<file path="src/rtl/ysyx_25040129_mem_arbiter.sv">
// ----------------------------------------------------------------------------
// ysyx_25040129_mem_arbiter
//   Shares one AXI4-Lite-style memory port between the IFU (m0, read only)
//   and the LSU (m1, read + write). One transaction is granted at a time.
//   The grant is decided in IDLE, registered, and held until the response
//   handshake completes. Channel routing is purely combinational from the
//   registered grant state; no address or data is buffered.
//
//   Optional feature macro: ARB_ROUND_ROBIN_EN
//     defined   : round-robin between m0 and m1 using a 1-bit last_grant_r
//     undefined : fixed priority, LSU (m1) over IFU (m0)
// ----------------------------------------------------------------------------
module ysyx_25040129_mem_arbiter #(
   parameter int ADDR_W = 32,
   parameter int DATA_W = 32
) (
   input  logic                clk,
   input  logic                rst,
   // IFU read
   input  logic [ADDR_W-1:0]   m0_araddr,
   input  logic [2:0]          m0_arsize,
   input  logic                m0_arvalid,
   output logic                m0_arready,
   output logic [DATA_W-1:0]   m0_rdata,
   output logic [1:0]          m0_rresp,
   output logic                m0_rvalid,
   input  logic                m0_rready,
   // LSU read
   input  logic [ADDR_W-1:0]   m1_araddr,
   input  logic [2:0]          m1_arsize,
   input  logic                m1_arvalid,
   output logic                m1_arready,
   output logic [DATA_W-1:0]   m1_rdata,
   output logic [1:0]          m1_rresp,
   output logic                m1_rvalid,
   input  logic                m1_rready,
   // LSU write
   input  logic [ADDR_W-1:0]   m1_awaddr,
   input  logic                m1_awvalid,
   output logic                m1_awready,
   input  logic [DATA_W-1:0]   m1_wdata,
   input  logic [DATA_W/8-1:0] m1_wstrb,
   input  logic                m1_wvalid,
   output logic                m1_wready,
   output logic [1:0]          m1_bresp,
   output logic                m1_bvalid,
   input  logic                m1_bready,
   // Slave side
   output logic [ADDR_W-1:0]   s_araddr,
   output logic [2:0]          s_arsize,
   output logic                s_arvalid,
   input  logic                s_arready,
   input  logic [DATA_W-1:0]   s_rdata,
   input  logic [1:0]          s_rresp,
   input  logic                s_rvalid,
   output logic                s_rready,
   output logic [ADDR_W-1:0]   s_awaddr,
   output logic                s_awvalid,
   input  logic                s_awready,
   output logic [DATA_W-1:0]   s_wdata,
   output logic [DATA_W/8-1:0] s_wstrb,
   output logic                s_wvalid,
   input  logic                s_wready,
   input  logic [1:0]          s_bresp,
   input  logic                s_bvalid,
   output logic                s_bready
);

   localparam int STRB_W = DATA_W / 8;

   typedef enum logic [1:0] {
      IDLE  = 2'd0,
      RD_M0 = 2'd1,
      RD_M1 = 2'd2,
      WR_M1 = 2'd3
   } state_t;

   state_t state_r;
   state_t state_nxt_s;

   logic req0_s;
   logic req1r_s;
   logic req1w_s;
   logic rd_done_s;
   logic wr_done_s;

   assign req0_s    = m0_arvalid;
   assign req1r_s   = m1_arvalid;
   assign req1w_s   = m1_awvalid | m1_wvalid;
   // s_rready / s_bready are already zero outside the matching state.
   assign rd_done_s = s_rvalid & s_rready;
   assign wr_done_s = s_bvalid & s_bready;

   // Grant state register; reset drops any transaction in flight.
   always_ff @(posedge clk) begin
      if (rst) begin
         state_r <= IDLE;
      end else begin
         state_r <= state_nxt_s;
      end
   end

`ifdef ARB_ROUND_ROBIN_EN
   // last_grant_r: 1 = m1 granted last, 0 = m0 granted last (so m1 wins the first tie).
   logic last_grant_r;

   // Remember which master received the most recent grant.
   always_ff @(posedge clk) begin
      if (rst) begin
         last_grant_r <= 1'b0;
      end else if ((state_r == IDLE) && (state_nxt_s != IDLE)) begin
         last_grant_r <= (state_nxt_s != RD_M0);
      end else begin
         last_grant_r <= last_grant_r;
      end
   end
`endif

   // Next-state: arbitrate in IDLE, otherwise wait for the response handshake.
   always_comb begin
      state_nxt_s = state_r;
      case (state_r)
         IDLE: begin
`ifdef ARB_ROUND_ROBIN_EN
            if ((req1r_s || req1w_s) && req0_s) begin
               if (last_grant_r) begin
                  state_nxt_s = RD_M0;
               end else if (req1r_s) begin
                  state_nxt_s = RD_M1;
               end else begin
                  state_nxt_s = WR_M1;
               end
            end else if (req1r_s) begin
               state_nxt_s = RD_M1;
            end else if (req1w_s) begin
               state_nxt_s = WR_M1;
            end else if (req0_s) begin
               state_nxt_s = RD_M0;
            end else begin
               state_nxt_s = IDLE;
            end
`else
            // LSU first so it is never starved while the IFU waits on it.
            if (req1r_s) begin
               state_nxt_s = RD_M1;
            end else if (req1w_s) begin
               state_nxt_s = WR_M1;
            end else if (req0_s) begin
               state_nxt_s = RD_M0;
            end else begin
               state_nxt_s = IDLE;
            end
`endif
         end
         RD_M0: begin
            if (rd_done_s) begin
               state_nxt_s = IDLE;
            end else begin
               state_nxt_s = RD_M0;
            end
         end
         RD_M1: begin
            if (rd_done_s) begin
               state_nxt_s = IDLE;
            end else begin
               state_nxt_s = RD_M1;
            end
         end
         WR_M1: begin
            if (wr_done_s) begin
               state_nxt_s = IDLE;
            end else begin
               state_nxt_s = WR_M1;
            end
         end
         default: begin
            state_nxt_s = IDLE;
         end
      endcase
   end

   // Channel routing: everything idles at zero, the granted master's channels are connected.
   always_comb begin
      m0_arready = 1'b0;
      m0_rdata   = {DATA_W{1'b0}};
      m0_rresp   = 2'b00;
      m0_rvalid  = 1'b0;
      m1_arready = 1'b0;
      m1_rdata   = {DATA_W{1'b0}};
      m1_rresp   = 2'b00;
      m1_rvalid  = 1'b0;
      m1_awready = 1'b0;
      m1_wready  = 1'b0;
      m1_bresp   = 2'b00;
      m1_bvalid  = 1'b0;
      s_araddr   = {ADDR_W{1'b0}};
      s_arsize   = 3'b000;
      s_arvalid  = 1'b0;
      s_rready   = 1'b0;
      s_awaddr   = {ADDR_W{1'b0}};
      s_awvalid  = 1'b0;
      s_wdata    = {DATA_W{1'b0}};
      s_wstrb    = {STRB_W{1'b0}};
      s_wvalid   = 1'b0;
      s_bready   = 1'b0;
      case (state_r)
         IDLE: begin
            s_arvalid = 1'b0;
         end
         RD_M0: begin
            s_araddr   = m0_araddr;
            s_arsize   = m0_arsize;
            s_arvalid  = m0_arvalid;
            m0_arready = s_arready;
            m0_rdata   = s_rdata;
            m0_rresp   = s_rresp;
            m0_rvalid  = s_rvalid;
            s_rready   = m0_rready;
         end
         RD_M1: begin
            s_araddr   = m1_araddr;
            s_arsize   = m1_arsize;
            s_arvalid  = m1_arvalid;
            m1_arready = s_arready;
            m1_rdata   = s_rdata;
            m1_rresp   = s_rresp;
            m1_rvalid  = s_rvalid;
            s_rready   = m1_rready;
         end
         WR_M1: begin
            // aw and w are independent; either may complete first.
            s_awaddr   = m1_awaddr;
            s_awvalid  = m1_awvalid;
            m1_awready = s_awready;
            s_wdata    = m1_wdata;
            s_wstrb    = m1_wstrb;
            s_wvalid   = m1_wvalid;
            m1_wready  = s_wready;
            m1_bresp   = s_bresp;
            m1_bvalid  = s_bvalid;
            s_bready   = m1_bready;
         end
         default: begin
            s_arvalid = 1'b0;
         end
      endcase
   end

endmodule
</file>
<file path="config.mk">
export PLATFORM = sky130hd
export DESIGN_NAME = ysyx_25040129_mem_arbiter
export DESIGN_NICKNAME = d
export VERILOG_FILES = /design/src/rtl/ysyx_25040129_mem_arbiter.sv
export SDC_FILE = /design/constraint.sdc
export NUM_CORES = 1
export LEC_CHECK = 0
export BUFFER_PORTS_ARGS = -buffer_cell sky130_fd_sc_hd__buf_2
export CAP_MARGIN = 20
export CELL_PAD_IN_SITES_DETAIL_PLACEMENT = 1
export CELL_PAD_IN_SITES_GLOBAL_PLACEMENT = 1
export CORE_AREA = 2 2 146 148
export CTS_CLUSTER_DIAMETER = 120
export CTS_CLUSTER_SIZE = 12
export DETAILED_ROUTE_END_ITERATION = 10
export DIE_AREA = 0 0 148 150
export MAX_ROUTING_LAYER = met4
export PLACE_DENSITY_LB_ADDON = 0.1
export SLEW_MARGIN = 10
export SYNTH_ARGS = -nofsm -noshare
export SYNTH_HDL_FRONTEND = slang
export SYNTH_SLANG_ARGS = --single-unit
export TNS_END_PERCENT = 1
</file>
<file path="constraint.sdc">
create_clock -name clk -period 2.2 [get_ports clk]
set_input_delay 0.22 -clock clk [delete_from_list [all_inputs] [get_ports clk]]
set_output_delay 0.22 -clock clk [all_outputs]
set_load 0.02 [all_outputs]
</file>
## After elaboration in Yosys (flattened, before gate mapping)

Cells that the tools add are included.

- Bits in registers: 2
- Input bits: 188
- Output and inout port bits: 185
- Logic and storage cells: 37

- Equal/unequal tests: 3
- Multiplexer cells: 29
- Bitwise operators: 3
- Reductions and logical operators: 1

Operator list:

| cell | count |
|---|---|
| 32-bit 2-to-1 mux | 4 |
| 32-bit case mux with 2 select lines | 1 |
| 2-bit 2-to-1 mux | 7 |
| 1-bit 2-to-1 mux | 12 |
| 2-bit case mux with 4 select lines | 1 |
| 3-bit case mux with 2 select lines | 1 |
| 2-bit == test (second input constant) | 2 |
| 4-bit 2-to-1 mux | 1 |
| 1-bit case mux with 2 select lines | 2 |
| 1-bit AND | 2 |
| 2-bit by 1-bit == test with 1-bit output (second input constant) | 1 |
| 2-bit logical NOT | 1 |
| 1-bit OR | 1 |

## Logic depth before layout (Yosys ltp)

- Depth in word-level cells: 5
- Gate-level depth with buffers: 6
- Depth with buffers taken out: 5

## Worst setup path after synthesis

Ideal clock, no wire load.

- Path type: reg2out
- From: reg state_r[0]
- To: out s_araddr[2]
- Arrival time: 1.391 ns
- Data required time: 1.980 ns
- Slack: 0.589 ns
- Stages on the path, launching flop included: 6
- Buffers on the path: 2
- Cells stage by stage: dfxtp_1 -> inv_1 -> ha_1 -> buf_2 -> clkbuf_1 -> nor2b_1

- Word-level cells in the longest chain between the ends: 2
- Elaborated cells on any way between the ends: 3
- Classes of those cells: 2 x eq/ne; 1 x mux

Ends and longest elaborated chain:

| element | RTL line | source |
|---|---|---|
| start: declaration | 78 | `state_t state_r;` |
| start signal: assignment | 99 | `state_r <= state_nxt_s;` |
| 2-bit == test / 2-bit by 1-bit == test with 1-bit output (equally long branches) | 206 | `case (state_r)` |
| 32-bit case mux with 2 select lines (*) | 206 |  |
| end: declaration | 49 | `output logic [ADDR_W-1:0] s_araddr,` |

Mark *: on every way between the ends. The rest lies on a longest branch, timed or not.

## Final worst setup path

- From: reg state_r[1]
- To: out s_araddr[22]

The elaborated chain is that of the path after synthesis.

==> results.yml <==
outcome:
  status: "finished clean"
global_route:
  number_of_global_route_vias_before_repair: 3183
  grt_overflow_total: 0
  grt_pass1_wl_um: 18400
  grt_max_degree: 78
  antenna_found_initial: 1
  groute.usage.overall: 0.109
synthesis:
  synth_area_leaders: "sky130_fd_sc_hd__and2_1, sky130_fd_sc_hd__a22oi_1, sky130_fd_sc_hd__nor2b_1, sky130_fd_sc_hd__and2b_1, sky130_fd_sc_hd__ha_1"
  yosys.area.top_type_share: 0.520
  synthCells: 270
  post_synth_instance_area_mm2: 0.00178
  synth_fp_nets: 462
  synth_cell_type_count: 20
  synth_top_area_cell: "sky130_fd_sc_hd__and2_1"
  yosysSeqAreaShare: 0.0225
  synthesis.area_per_instance_um2: 6.60
  synth.yosys.warnings: 0
  ys_seq_elements: 2
setup_path:
  critical_path_launch_point: "state_r[1]"
  timing.critical_path.fanout_max: 39
  regToRegEndpoint: "state_r[1]"
  cp-endpoint: "s_araddr[22]"
  reg2reg_slack_ns: 0.75
  worst_ep_arrival_time_ns: 1.68
  required_ns: 1.98
  end_kind: "primary output"
  cp-start-kind: "flop"
  path_class: "reg2out"
  worst_flop_to_flop_path_startpoint: "state_r[0]"
  rr_worst_depth: 6
timing:
  slew_headroom: 0.735
  setup_viol: 0
  worst_clock_skew_ns: 0.000535
  period_share: 0.863
  timing.fmax_ghz: 0.527
  worst_slew_pin_slew_ns: 0.393
  hold_ws_ns: 0.190
  finalWorstPathRequiredPeriod_ns: 1.90
  rsz_0062_raised_after_global_routing: "false"
  finalHoldViolCount: 0
  timing.final.max_slew_violations: 0
  setup_total_negative_slack_ns: 0
pwr:
  vdd_ir_drop_max_mv: 0.239
  power.density_cell_area_mw_per_mm2: 614
  cellLeakagePower_nw: 2.46
floorplan:
  core_footprint_mm2: 0.0207
  design.die.area_mm2: 0.0222
  design.portCount: 373
  start_util: 0.0861
  die_w_um: 148
  die_height_um: 150
  rows: 53
layout:
  n_fill_cell: 2659
  largest_register_ffs: 2
  layout.cells.most_common_list: "sky130_fd_sc_hd__buf_2, sky130_fd_sc_hd__and2_1, sky130_fd_sc_hd__a22oi_1"
  fraction_of_final_layout_cells_with_drive_strength_greater_than_1: 0.622
  nNetsFinal: 818
  biggestRegsByFlops: "state_r (2)"
  leading_cell_type_in_the_layout_fill_and_taps_excluded: "sky130_fd_sc_hd__buf_2"
  synthToLayoutAreaGrowth_pct: 123
  largest_register: "state_r"
cts:
  cts.reportedPaths.clkPinSlew_ns: 0.03
  cts_setup_buffers: 0
  cts-root-buf: "sky130_fd_sc_hd__clkbuf_16"
  cts.repair.resized: 0
  tritoncts.num_buffers: 3
  clock_tree_from_tritoncts: "done"
  hold_buffers: 0
  clock_insertion_delay_worst_skew_ns: 0.22
  tritoncts_num_sinks: 2
  htree_num_levels: 1
  clock_tree.buffer_depth: 2
placed_design:
  hpwlAfterDp_um: 11100
  portBuffers: 372
  weighted_congestion_at_the_end_of_routability_driven_global_placement: 0.786
route:
  met2WireLength_um: 7130
  detail_route.wirelength.met1_um: 4800
  drtIter0Drc: 56
  met3_length_um: 1010
  vias_per_cell: 3.61
  post_drt_wl_per_cell_um: 14.5
  finalWirelength_um: 13000
  post-route-drc-count: 0
  detail-route-antenna-nets: 0
  detailed_router_iteration_count_before_antenna_repair: 4
  dr_vias: 3251
  routed.top_layer: "met4"
flow_run:
  drv_cap: 0
min_path:
  min_path_type: "in2reg"
synth_stat cells (all sizes together):
| cell type | n |
|---|---|
| nand2 | 2 |
| inv | 2 |
| a22oi | 37 |
| o21ai | 2 |
| a211oi | 2 |
| dfxtp | 2 |
| and2 | 148 |
| nor3 | 1 |
| and2b | 7 |
| a21oi | 3 |
| nor2b | 30 |
| nor4b | 1 |
| buf | 12 |
| clkbuf | 16 |
| ha | 4 |
| o21a | 1 |
layer usage:
metal / GRT usage / up-vias
li1: - / 1580
met2: 0.208 / 172
met4: 0.0238 / 0
met1: 0.115 / 1493
met5: - / -
met3: 0.0216 / 6
final cells by class:
cell class	instances	area [um2]	area share
Antenna cell	1	2.50	0.000629
Clock buffer	3	75.1	0.0189
Inverter	2	7.51	0.00189
Multi-Input combinational cell	238	1590	0.398
Sequential cell	2	40.0	0.0101
Tap cell	275	344	0.0864
Timing Repair Buffer	379	1930	0.484
report_power, final:
part	switching, W	internal (W)	total, W	leakage, nW
registers	0.00000852	0.0000468	0.0000553	0.0167
logic	0.00130	0.000814	0.00212	2.40
clock network	0.0000416	0.000231	0.000273	0.0370
total	0.00135	0.00109	0.00244	2.46
per-stage QoR:
step                      power, W  utilization  std cells  setup WS (ns)  instance area [um2]
final                      0.00244        0.192        900          0.302                 3980
after detailed placement   0.00224        0.189        896          0.487                 3900
after global placement     0.00222        0.189        896          0.531                 3900
after floorplan            0.00144            -        270          0.589                 1780
after CTS                  0.00252        0.192        899          0.245                 3980
after global routing       0.00266        0.192        900          0.149                 3980
critical path: stages (launching register included):
cell	delay, ns
sky130_fd_sc_hd__dfxtp_1	0.32
sky130_fd_sc_hd__inv_1	0.08
sky130_fd_sc_hd__ha_2	0.18
sky130_fd_sc_hd__buf_4	0.36
sky130_fd_sc_hd__a22oi_1	0.16
sky130_fd_sc_hd__nor2b_1	0.16
sky130_fd_sc_hd__buf_2	0.18
cells by family (layout without fill, tap and decap cells):
group                      count (synthesis)  after routing  share of synthesized area
AOI/OAI and AO/OA                         45             45                      0.192
buffers and inverters                     30            384                     0.0906
adders and majority gates                  4              4                     0.0281
other                                      0              1                          0
DFF                                        2              2                     0.0225
and+or+nand+nor                          189            189                      0.666
worst min path at each step:
stage / cells after the start / to / slack, ns / start
final: 2 / state_r[0] / 0.19 / rst
after global routing: 2 / state_r[0] / 0.19 / rst
after global placement: 2 / state_r[0] / 0.42 / rst
after detailed placement: 2 / state_r[0] / 0.42 / rst
after floorplan: 1 / state_r[0] / 0.28 / rst
after CTS: 2 / state_r[0] / 0.19 / rst
(Power assumes the default switching activity.)
